==> config.mk <==
export PLATFORM = sky130hd
export DESIGN_NAME = encrypt_pipe_keyring
export DESIGN_NICKNAME = d
export VERILOG_FILES = /design/src/rtl/encrypt_pipe_keyring.sv
export SDC_FILE = /design/constraint.sdc
export NUM_CORES = 1
export LEC_CHECK = 0
export ABC_CLOCK_PERIOD_IN_PS = 4700
export CAP_MARGIN = 0
export CORE_ASPECT_RATIO = 1.1
export CORE_MARGIN = 2
export CORE_UTILIZATION = 44
export CTS_CLUSTER_DIAMETER = 60
export DETAILED_ROUTE_END_ITERATION = 8
export GPL_TIMING_DRIVEN = 0
export HOLD_SLACK_MARGIN = 0.15
export PLACE_DENSITY = 0.78
export RECOVER_POWER = 25
export SLEW_MARGIN = 20
export SYNTH_ARGS = -nofsm -noshare
export SYNTH_HDL_FRONTEND = slang
export SYNTH_SLANG_ARGS = --single-unit
==> constraint.sdc <==
create_clock -name clk -period 4.7 [get_ports clk]
set_clock_uncertainty 0.15 [all_clocks]
set_input_delay 0.47 -clock clk [delete_from_list [all_inputs] [get_ports clk]]
set_output_delay 0.47 -clock clk [all_outputs]
set_load 0.01 [all_outputs]
==> src/rtl/encrypt_pipe_keyring.sv <==
// encrypt_pipe_keyring: one-stage valid/ready stream cipher.
// Each accepted beat is XORed with, added to, or has subtracted from it a key
// taken from a rotating key ring. The key advances every rot_freq+1 accepted
// non-bypass beats.
// Optional feature macro: ENC_CHKSUM_EN adds a running XOR checksum of accepted
// input beats on port chksum.
module encrypt_pipe_keyring #(
    parameter int DATA_W   = 8,
    parameter int NUM_KEYS = 4,
    parameter int CNT_W    = 4,
    localparam int IDX_W   = $clog2(NUM_KEYS),
    localparam int NK_W    = $clog2(NUM_KEYS) + 1
) (
    input  logic                       clk,
    input  logic                       rst,
    input  logic [NUM_KEYS*DATA_W-1:0] keys,
    input  logic [NK_W-1:0]            num_keys,
    input  logic [CNT_W-1:0]           rot_freq,
    input  logic [1:0]                 mode,
    input  logic                       restart,
    input  logic                       in_valid,
    input  logic [DATA_W-1:0]          in_data,
    output logic                       in_ready,
    input  logic                       out_ready,
    output logic                       out_valid,
    output logic [DATA_W-1:0]          out_data,
    output logic [IDX_W-1:0]           key_idx_o
`ifdef ENC_CHKSUM_EN
    ,
    output logic [DATA_W-1:0]          chksum
`endif
);

    localparam logic [1:0] MODE_BYPASS = 2'b00;
    localparam logic [1:0] MODE_XOR    = 2'b01;
    localparam logic [1:0] MODE_ADD    = 2'b10;

    logic [DATA_W-1:0] key_arr [NUM_KEYS];
    logic [IDX_W-1:0]  key_idx_reg;
    logic [CNT_W-1:0]  cnt_reg;
    logic              out_valid_reg;
    logic [DATA_W-1:0] out_data_reg;
    logic [DATA_W-1:0] xf_data;
    logic [NK_W-1:0]   eff_last;
    logic              accept;
    logic              advance;

    // Unpack the flat key bus into an indexable ring.
    generate
        for (genvar gi = 0; gi < NUM_KEYS; gi++) begin : g_key
            assign key_arr[gi] = keys[gi*DATA_W +: DATA_W];
        end
    endgenerate

    assign in_ready  = !out_valid_reg || out_ready;
    assign accept    = in_valid && in_ready;
    assign advance   = accept && (mode != MODE_BYPASS);
    assign out_valid = out_valid_reg;
    assign out_data  = out_data_reg;
    assign key_idx_o = key_idx_reg;

    // Index of the last active key: clamp num_keys into the range 1..NUM_KEYS.
    always_comb begin
        eff_last = num_keys - NK_W'(1);
        if (num_keys == '0) begin
            eff_last = '0;
        end else if (num_keys > NK_W'(NUM_KEYS)) begin
            eff_last = NK_W'(NUM_KEYS - 1);
        end
    end

    // Transform the incoming beat with the current key; carries and borrows drop.
    always_comb begin
        xf_data = in_data;
        case (mode)
            MODE_BYPASS: xf_data = in_data;
            MODE_XOR:    xf_data = in_data ^ key_arr[key_idx_reg];
            MODE_ADD:    xf_data = in_data + key_arr[key_idx_reg];
            default:     xf_data = in_data - key_arr[key_idx_reg];
        endcase
    end

    // Output register: load on accept, empty when the held beat is taken.
    always_ff @(posedge clk) begin
        if (rst) begin
            out_valid_reg <= 1'b0;
            out_data_reg  <= '0;
        end else if (accept) begin
            out_valid_reg <= 1'b1;
            out_data_reg  <= xf_data;
        end else if (out_ready) begin
            out_valid_reg <= 1'b0;
        end
    end

    // Key schedule: restart overrides any advance from a simultaneous beat.
    // An index already beyond a shrunk ring wraps to 0 on its next advance.
    always_ff @(posedge clk) begin
        if (rst || restart) begin
            key_idx_reg <= '0;
            cnt_reg     <= '0;
        end else if (advance) begin
            if (cnt_reg == rot_freq) begin
                cnt_reg <= '0;
                if ({1'b0, key_idx_reg} >= eff_last) begin
                    key_idx_reg <= '0;
                end else begin
                    key_idx_reg <= key_idx_reg + IDX_W'(1);
                end
            end else begin
                cnt_reg <= cnt_reg + CNT_W'(1);
            end
        end
    end

`ifdef ENC_CHKSUM_EN
    logic [DATA_W-1:0] chksum_reg;

    // Running XOR of accepted input beats in every mode; restart clears it.
    always_ff @(posedge clk) begin
        if (rst || restart) begin
            chksum_reg <= '0;
        end else if (accept) begin
            chksum_reg <= chksum_reg ^ in_data;
        end
    end

    assign chksum = chksum_reg;
`endif

endmodule

==> results of run 1 <==
==> worst max-delay path, delay by kind of cell (launching register included) <==
family                     cells  cell delay, ns
DFF                            1            0.41
AOI/OAI and AO/OA              5            1.26
xor gates and xnor gates       2            0.31
muxes                          1            0.45
buffers and inverters          1            0.47
adders and majority gates      1            0.28
and+or+nand+nor                2            0.53
==> layer usage <==
layer,wire length [µm],vias up,track usage,part of all wire
met4,21,0,0.0452,0.0053
li1,-,812,-,-
met2,2030,48,0.361,0.51
met1,1770,709,0.266,0.44
met5,0,-,0,0
met3,151,3,0.0115,0.038
==> cell usage in the layout (no fill, tap or decap), types with 2 or more instances in the layout <==
cell	count
o21ai_1	6
dlygate4sd3_1	6
o21ai_0	5
xnor2_1	16
o211ai_1	3
ha_1	17
o41ai_2	2
nand3b_1	3
nor2b_1	2
clkdlybuf4s50_1	59
a21o_1	2
dfxtp_1	15
nand2b_1	4
mux2i_1	3
clkbuf_1	7
clkbuf_8	3
inv_1	13
mux4_2	7
nand4_1	3
nor2_1	14
o31ai_1	3
nand3_1	2
nand2_1	28
xor2_1	9
a21oi_1	12
==> power by group through the flow <==
stage               sequential (µW)  clock [µW]  combinational [µW]
finish                          140         104                 201
global route                    141         112                 221
CTS                             140         106                 203
detailed placement              143           0                 202
global placement                143           0                 196
floorplan                       146           0                 113
==> per-stage QoR <==
stage | utilization | setup slack [ns] | instance area [µm²] | total power, µW
finish | 0.664 | 0.740 | 2370 | 444
global route | 0.664 | 0.532 | 2370 | 474
CTS | 0.664 | 0.764 | 2370 | 449
detailed placement | 0.651 | 0.712 | 2320 | 345
global placement | 0.651 | 0.780 | 2320 | 339
floorplan | - | 1.22 | 1610 | 258
==> final timing paths <==
| check | cells past startpoint | endpoint |
|---|---|---|
| worst max-delay path | 12 | out_data[7]$_SDFFE_PP0P_ |
| worst min-delay path | 2 | out_data[1]$_SDFFE_PP0P_ |
| worst min register to register | 2 | out_data[1]$_SDFFE_PP0P_ |
| worst max register to register | 12 | out_data[7]$_SDFFE_PP0P_ |
==> kinds of logic after synthesis <==
family / count (synthesis)
adders and majority gates: 18
and+or+nand+nor: 62
muxes: 11
xor gates and xnor gates: 25
AOI/OAI and AO/OA: 40
buffers and inverters: 20
DFF: 15
==> cell usage after synthesis, types with 2 or more instances <==
cell,instances,area (µm²)
nand2b_1,4,25.0
a21o_1,2,15.0
nor2b_1,2,12.5
o211ai_1,3,22.5
o31ai_1,3,22.5
a21oi_1,12,60.1
mux2i_1,3,30.0
o21ai_0,5,25.0
xnor2_1,16,140
o21ai_1,6,30.0
o41ai_2,2,32.5
inv_1,13,48.8
nand3b_1,3,22.5
ha_1,17,213
mux4_2,7,158
nor2_1,14,52.6
clkbuf_1,6,22.5
nand3_1,2,10.0
xor2_1,9,78.8
dfxtp_1,15,300
nand2_1,28,105
nand4_1,3,18.8
==> cell type report <==
cell class	instances	area [µm²]	area share
buffer	7	33.8	0.0143
clock buffer	4	45.0	0.0190
inverter	13	48.8	0.0206
multi-input combinational	156	1230	0.518
sequential	15	300	0.127
tap	50	62.6	0.0264
timing repair buffer	65	651	0.275
==> results.yml, run 1 <==
status:
  status: "finished clean"
worst_setup_path:
  r2r-start: "key_idx_o[1]$_SDFFE_PP0P_"
  slowest_delay_ns: 0.50
  worstPathRequired_ns: 4.70
  cp_max_fo: 10
  crit_type: "flop to flop"
  cp_cell_sequence: "clkbuf_1 -> mux4_2 -> or3_4 -> nand2_1 -> xnor2_1 -> ha_1 -> o21ai_0 -> a31oi_1 -> o41ai_2 -> xor2_1 -> o221ai_1 -> o41ai_2"
  start_kind: "flop"
  cp_common_cell: "o41ai_2"
  slowest_stage: "o41ai_2"
  reg2reg_slack_ns: 0.74
  crit_start: "key_idx_o[1]$_SDFFE_PP0P_"
  crit_path_end_kind: "flop"
  crit_arrival_ns: 3.96
placed_design:
  gp_congestion: 0.864
  io_buffers: 65
  placedCellCount: 306
  dp_hpwl_mm: 3.41
timing:
  final_hold_viol_count: 0
  fmax_mhz: 253
  finalSetupViolations: 0
  whs_ns: 0.298
  slew_headroom: 0.608
  worst_pin_slew_ns: 0.581
  period_needed_ns: 3.96
  maxSlewViolCount: 0
  timing.final.crit_share: 0.843
  rsz0062_at_grt: "no"
  fin_setup_tns_ns: 0
pwr:
  comb_power_share: 0.452
  p_sw_uw: 138
  pwr-share-seq: 0.315
  power_density_nw_per_um2: 187
  p_leak_uw: 0.000936
  clkPwrFrac: 0.233
  p_sw_frac: 0.310
  peakVddDrop_mv: 0.0882
  p_int_uw: 306
floorplan:
  rows: 23
  chipWidth_um: 61.7
  die_area_um2: 4160
  start_util: 0.451
  die_h_um: 67.5
  core_area_um2: 3570
  ios: 66
cells_and_area:
  final_layout_size_suffix_gt1_frac: 0.0692
  stdcell_count: 310
  largest_register_ffs: 8
  layout.nets: 333
  n_antenna_cell: 0
  area_delta_synth_final_pct: 47.1
  n_fill_cell: 341
synthesis:
  yosys.area_share.simple: 0.194
  synthArstFlopShare: 0
  syn-num-nets: 263
  synth_edf_count: 0
  ys.flop_type: "dfxtp_1"
  syn_inst: 191
  syn_area_um2: 1610
  yosysUniqueCellTypes: 38
  synth-compound-area-share: 0.164
  synth_fa_ha_area_frac: 0.145
  ys_seq_elements: 15
  synth_mux_area_frac: 0.124
  synth_seq_area_share: 0.186
  synth_xor_area_frac: 0.136
  syn-mean-instance-area_um2: 8.43
  synth_top_family_by_area: "simple AND/OR/NAND/NOR gates"
  yosys_warnings: 0
route:
  wl_per_cell_um: 12.8
  drt_iter0_drc: 50
  drc: 0
  ant_nets: 0
  dr.pass1.iters: 4
  wirelength_mm: 3.97
  vias: 1572
  via_per_inst: 5.07
min_path:
  hold_class: "flop to flop"
  hp-start: "out_data[1]$_SDFFE_PP0P_"
grt:
  first_global_vias: 1530
  grt_pass1_wl_mm: 6.50
  gr-total-overflow: 0
  antenna_found_initial: 0
  grt_max_degree: 11
  grtUsageTotal: 0.203
flow_run:
  drv_cap: 0
clocking:
  cts_setup_buffers: 0
  cts-buffers-inserted: 3
  clock_latency_ns: 0.24
  clockBufferDepth: 2
  cts_sinks: 15
  cts_hold_buf: 0
  cts_tree: "done"
  root_buffer: "clkbuf_8"
  path_clk_slew_ns: 0.06
  htree_levels: 1
  ctsResizeCount: 0
Power figures use the tool's default switching activity.
==> run 2: changes to the inputs <==
--- a/config.mk
+++ b/config.mk
@@ -5,16 +5,16 @@
 export SDC_FILE = /design/constraint.sdc
 export NUM_CORES = 1
 export LEC_CHECK = 0
-export ABC_CLOCK_PERIOD_IN_PS = 4700
+export ABC_CLOCK_PERIOD_IN_PS = 3500
 export CAP_MARGIN = 0
 export CORE_ASPECT_RATIO = 1.1
 export CORE_MARGIN = 2
-export CORE_UTILIZATION = 44
+export CORE_UTILIZATION = 39
 export CTS_CLUSTER_DIAMETER = 60
 export DETAILED_ROUTE_END_ITERATION = 8
 export GPL_TIMING_DRIVEN = 0
 export HOLD_SLACK_MARGIN = 0.15
-export PLACE_DENSITY = 0.78
+export PLACE_DENSITY = 0.73
 export RECOVER_POWER = 25
 export SLEW_MARGIN = 20
 export SYNTH_ARGS = -nofsm -noshare
==> constraint.sdc (replaced) <==
create_clock -name clk -period 3.5 [get_ports clk]
set_clock_uncertainty 0.15 [all_clocks]
set_input_delay 0.35 -clock clk [delete_from_list [all_inputs] [get_ports clk]]
set_output_delay 0.35 -clock clk [all_outputs]
set_load 0.01 [all_outputs]
==> run 2 against run 1 <==
Compared with the run above: hold slack about the same; via count up 2.1%; final cell count up 4.2%; flip-flop and latch count unchanged; non-clock buffer count up 11; largest power group unchanged.
==> results.yml, run 2 (same netlist as run 1, synthesis figures left out) <==
min_path:
  hp-start: "out_data[5]$_SDFFE_PP0P_"
  hold_depth: 2
  hold_class: "flop to flop"
  holdPathEnd: "out_data[5]$_SDFFE_PP0P_"
cells_and_area:
  largest_register_ffs: 8
  mostFrequentLayoutCells: "clkdlybuf4s50_1, nand2_1, xnor2_1, ha_1, dfxtp_1"
  final_common_cell: "clkdlybuf4s50_1"
  stdcell_count: 323
  final_layout_size_suffix_gt1_frac: 0.170
  final_util: 0.644
  n_antenna_cell: 0
  area_delta_synth_final_pct: 58.5
  final_cell_area_um2: 2550
  layout.nets: 344
clocking:
  cts_tree: "done"
  path_clk_slew_ns: 0.06
  htree_levels: 1
  root_buffer: "clkbuf_8"
  clock_latency_ns: 0.24
  clockBufferDepth: 2
  cts_hold_buf: 0
  cts_sinks: 15
  cts-buffers-inserted: 3
floorplan:
  rows: 24
  die_area_um2: 4660
  chipWidth_um: 65.3
  ios: 66
  start_util: 0.406
  die_h_um: 71.4
  core_area_um2: 3960
worst_setup_path:
  worst_r2r_endpoint: "out_data[7]$_SDFFE_PP0P_"
  worstPathRequired_ns: 3.50
  rr_worst_depth: 13
  crit_arrival_ns: 3.41
  reg2reg_slack_ns: 0.09
  cp_max_fo: 4
  start_kind: "flop"
  r2r-start: "key_idx_o[0]$_SDFFE_PP0P_"
  crit_type: "flop to flop"
  crit_path_end_kind: "flop"
grt:
  grtUsageTotal: 0.179
  grt_pass1_wl_mm: 6.70
  antenna_found_initial: 0
  first_global_vias: 1621
  gr-total-overflow: 0
  grt_max_degree: 11
route:
  vias: 1605
  wl_per_cell_um: 12.3
  wirelength_mm: 3.97
  ant_nets: 0
  drt_iter0_drc: 66
  via_per_inst: 4.97
  drc: 0
  dr.pass1.iters: 4
pwr:
  clkPwrFrac: 0.221
  p_sw_uw: 195
  comb_power_share: 0.478
  p_leak_uw: 0.00103
  p_sw_frac: 0.313
  pwr-share-seq: 0.301
  peakVddDrop_mv: 0.142
  power_density_nw_per_um2: 244
  p_int_uw: 427
timing:
  period_needed_ns: 3.41
  maxSlewViolCount: 0
  fmax_mhz: 293
  final_hold_viol_count: 0
  slew_headroom: 0.712
  fin_setup_tns_ns: 0
  rsz0062_at_grt: "yes"
  finalSetupViolations: 0
  worst_pin_slew_ns: 0.432
  timing.final.crit_share: 0.974
status:
  status: "finished clean"
placed_design:
  gp_congestion: 0.779
  placedCellCount: 308
  io_buffers: 65
  dp_hpwl_mm: 3.25
  placed_cell_area_um2: 2330
flow_run:
  drv_cap: 0
-- run 2: cell types whose count changed in the layout (fill, tap and decap cells not counted), moves of 2 or more --
cell      change
buf_4        +10
clkbuf_1      -3
inv_1         -2
inv_2         +2
o21ai_2       +2
o31ai_1       -2
o31ai_2       +2
-- run 2: timing repair --
action / CTS / global route
setup buffers: 6 / 5
resized for setup: 8 / 16
setup endpoints to repair: 3 / 1
pin swaps: 1 / 14
-- run 2: worst max-delay path by stage --
| stage | startpoint | endpoint | depth (start not counted) |
|---|---|---|---|
| 6_report | key_idx_o[0]$_SDFFE_PP0P_ | out_data[7]$_SDFFE_PP0P_ | 13 |
| 3_3_place_gp | key_idx_o[1]$_SDFFE_PP0P_ | out_data[7]$_SDFFE_PP0P_ | 12 |
| 4_1_cts | keys[24] | out_data[7]$_SDFFE_PP0P_ | 12 |
| 5_1_grt | key_idx_o[0]$_SDFFE_PP0P_ | out_data[7]$_SDFFE_PP0P_ | 13 |
| 3_5_place_dp | key_idx_o[1]$_SDFFE_PP0P_ | out_data[7]$_SDFFE_PP0P_ | 12 |
| 2_1_floorplan | key_idx_o[1]$_SDFFE_PP0P_ | out_data[7]$_SDFFE_PP0P_ | 12 |
-- run 2: worst max-delay path, cell delays in order (launching register included) --
cell	delay, ns
dfxtp_4	0.37
buf_8	0.11
buf_4	0.10
mux4_2	0.54
or2_2	0.35
o21ai_2	0.14
xnor2_1	0.19
ha_1	0.31
o21ai_0	0.16
nand2b_1	0.09
o41ai_2	0.08
buf_4	0.19
and4bb_2	0.22
o41ai_2	0.31
-- run 2: cell type report --
type | instances | area, µm²
Sequential cell | 15 | 304
Clock buffer | 3 | 41.3
Clock inverter | 1 | 5.00
Inverter | 13 | 48.8
Buffer | 7 | 48.8
Timing Repair Buffer | 76 | 748
Fill cell | 370 | 1410
Multi-Input combinational cell | 156 | 1290
Tap cell | 52 | 65.1
-- run 2: metrics by stage --
step	hold WS, ns	total power (µW)	setup WS, ns
2_1_floorplan	0.326	347	0.0157
3_3_place_gp	0.291	454	-0.329
3_5_place_dp	0.296	461	-0.354
4_1_cts	0.303	609	0.00276
5_1_grt	0.327	666	-0.0309
6_report	0.297	622	0.0914
-- run 2: power by group through the flow --
stage	sequential (µW)	combinational, µW	clock, µW
4_1_cts	188	279	142
3_5_place_dp	192	269	0
3_3_place_gp	191	263	0
2_1_floorplan	196	151	0
6_report	187	297	137
5_1_grt	188	327	151
-- run 2: metal layers --
metal  part of all wire  GRT usage  vias to the layer above
met5                  0          0                        -
met4             0.0048     0.0278                        0
met3              0.051     0.0392                        4
met2               0.51      0.329                       47
met1               0.44      0.215                      724
li1                   -          -                      830
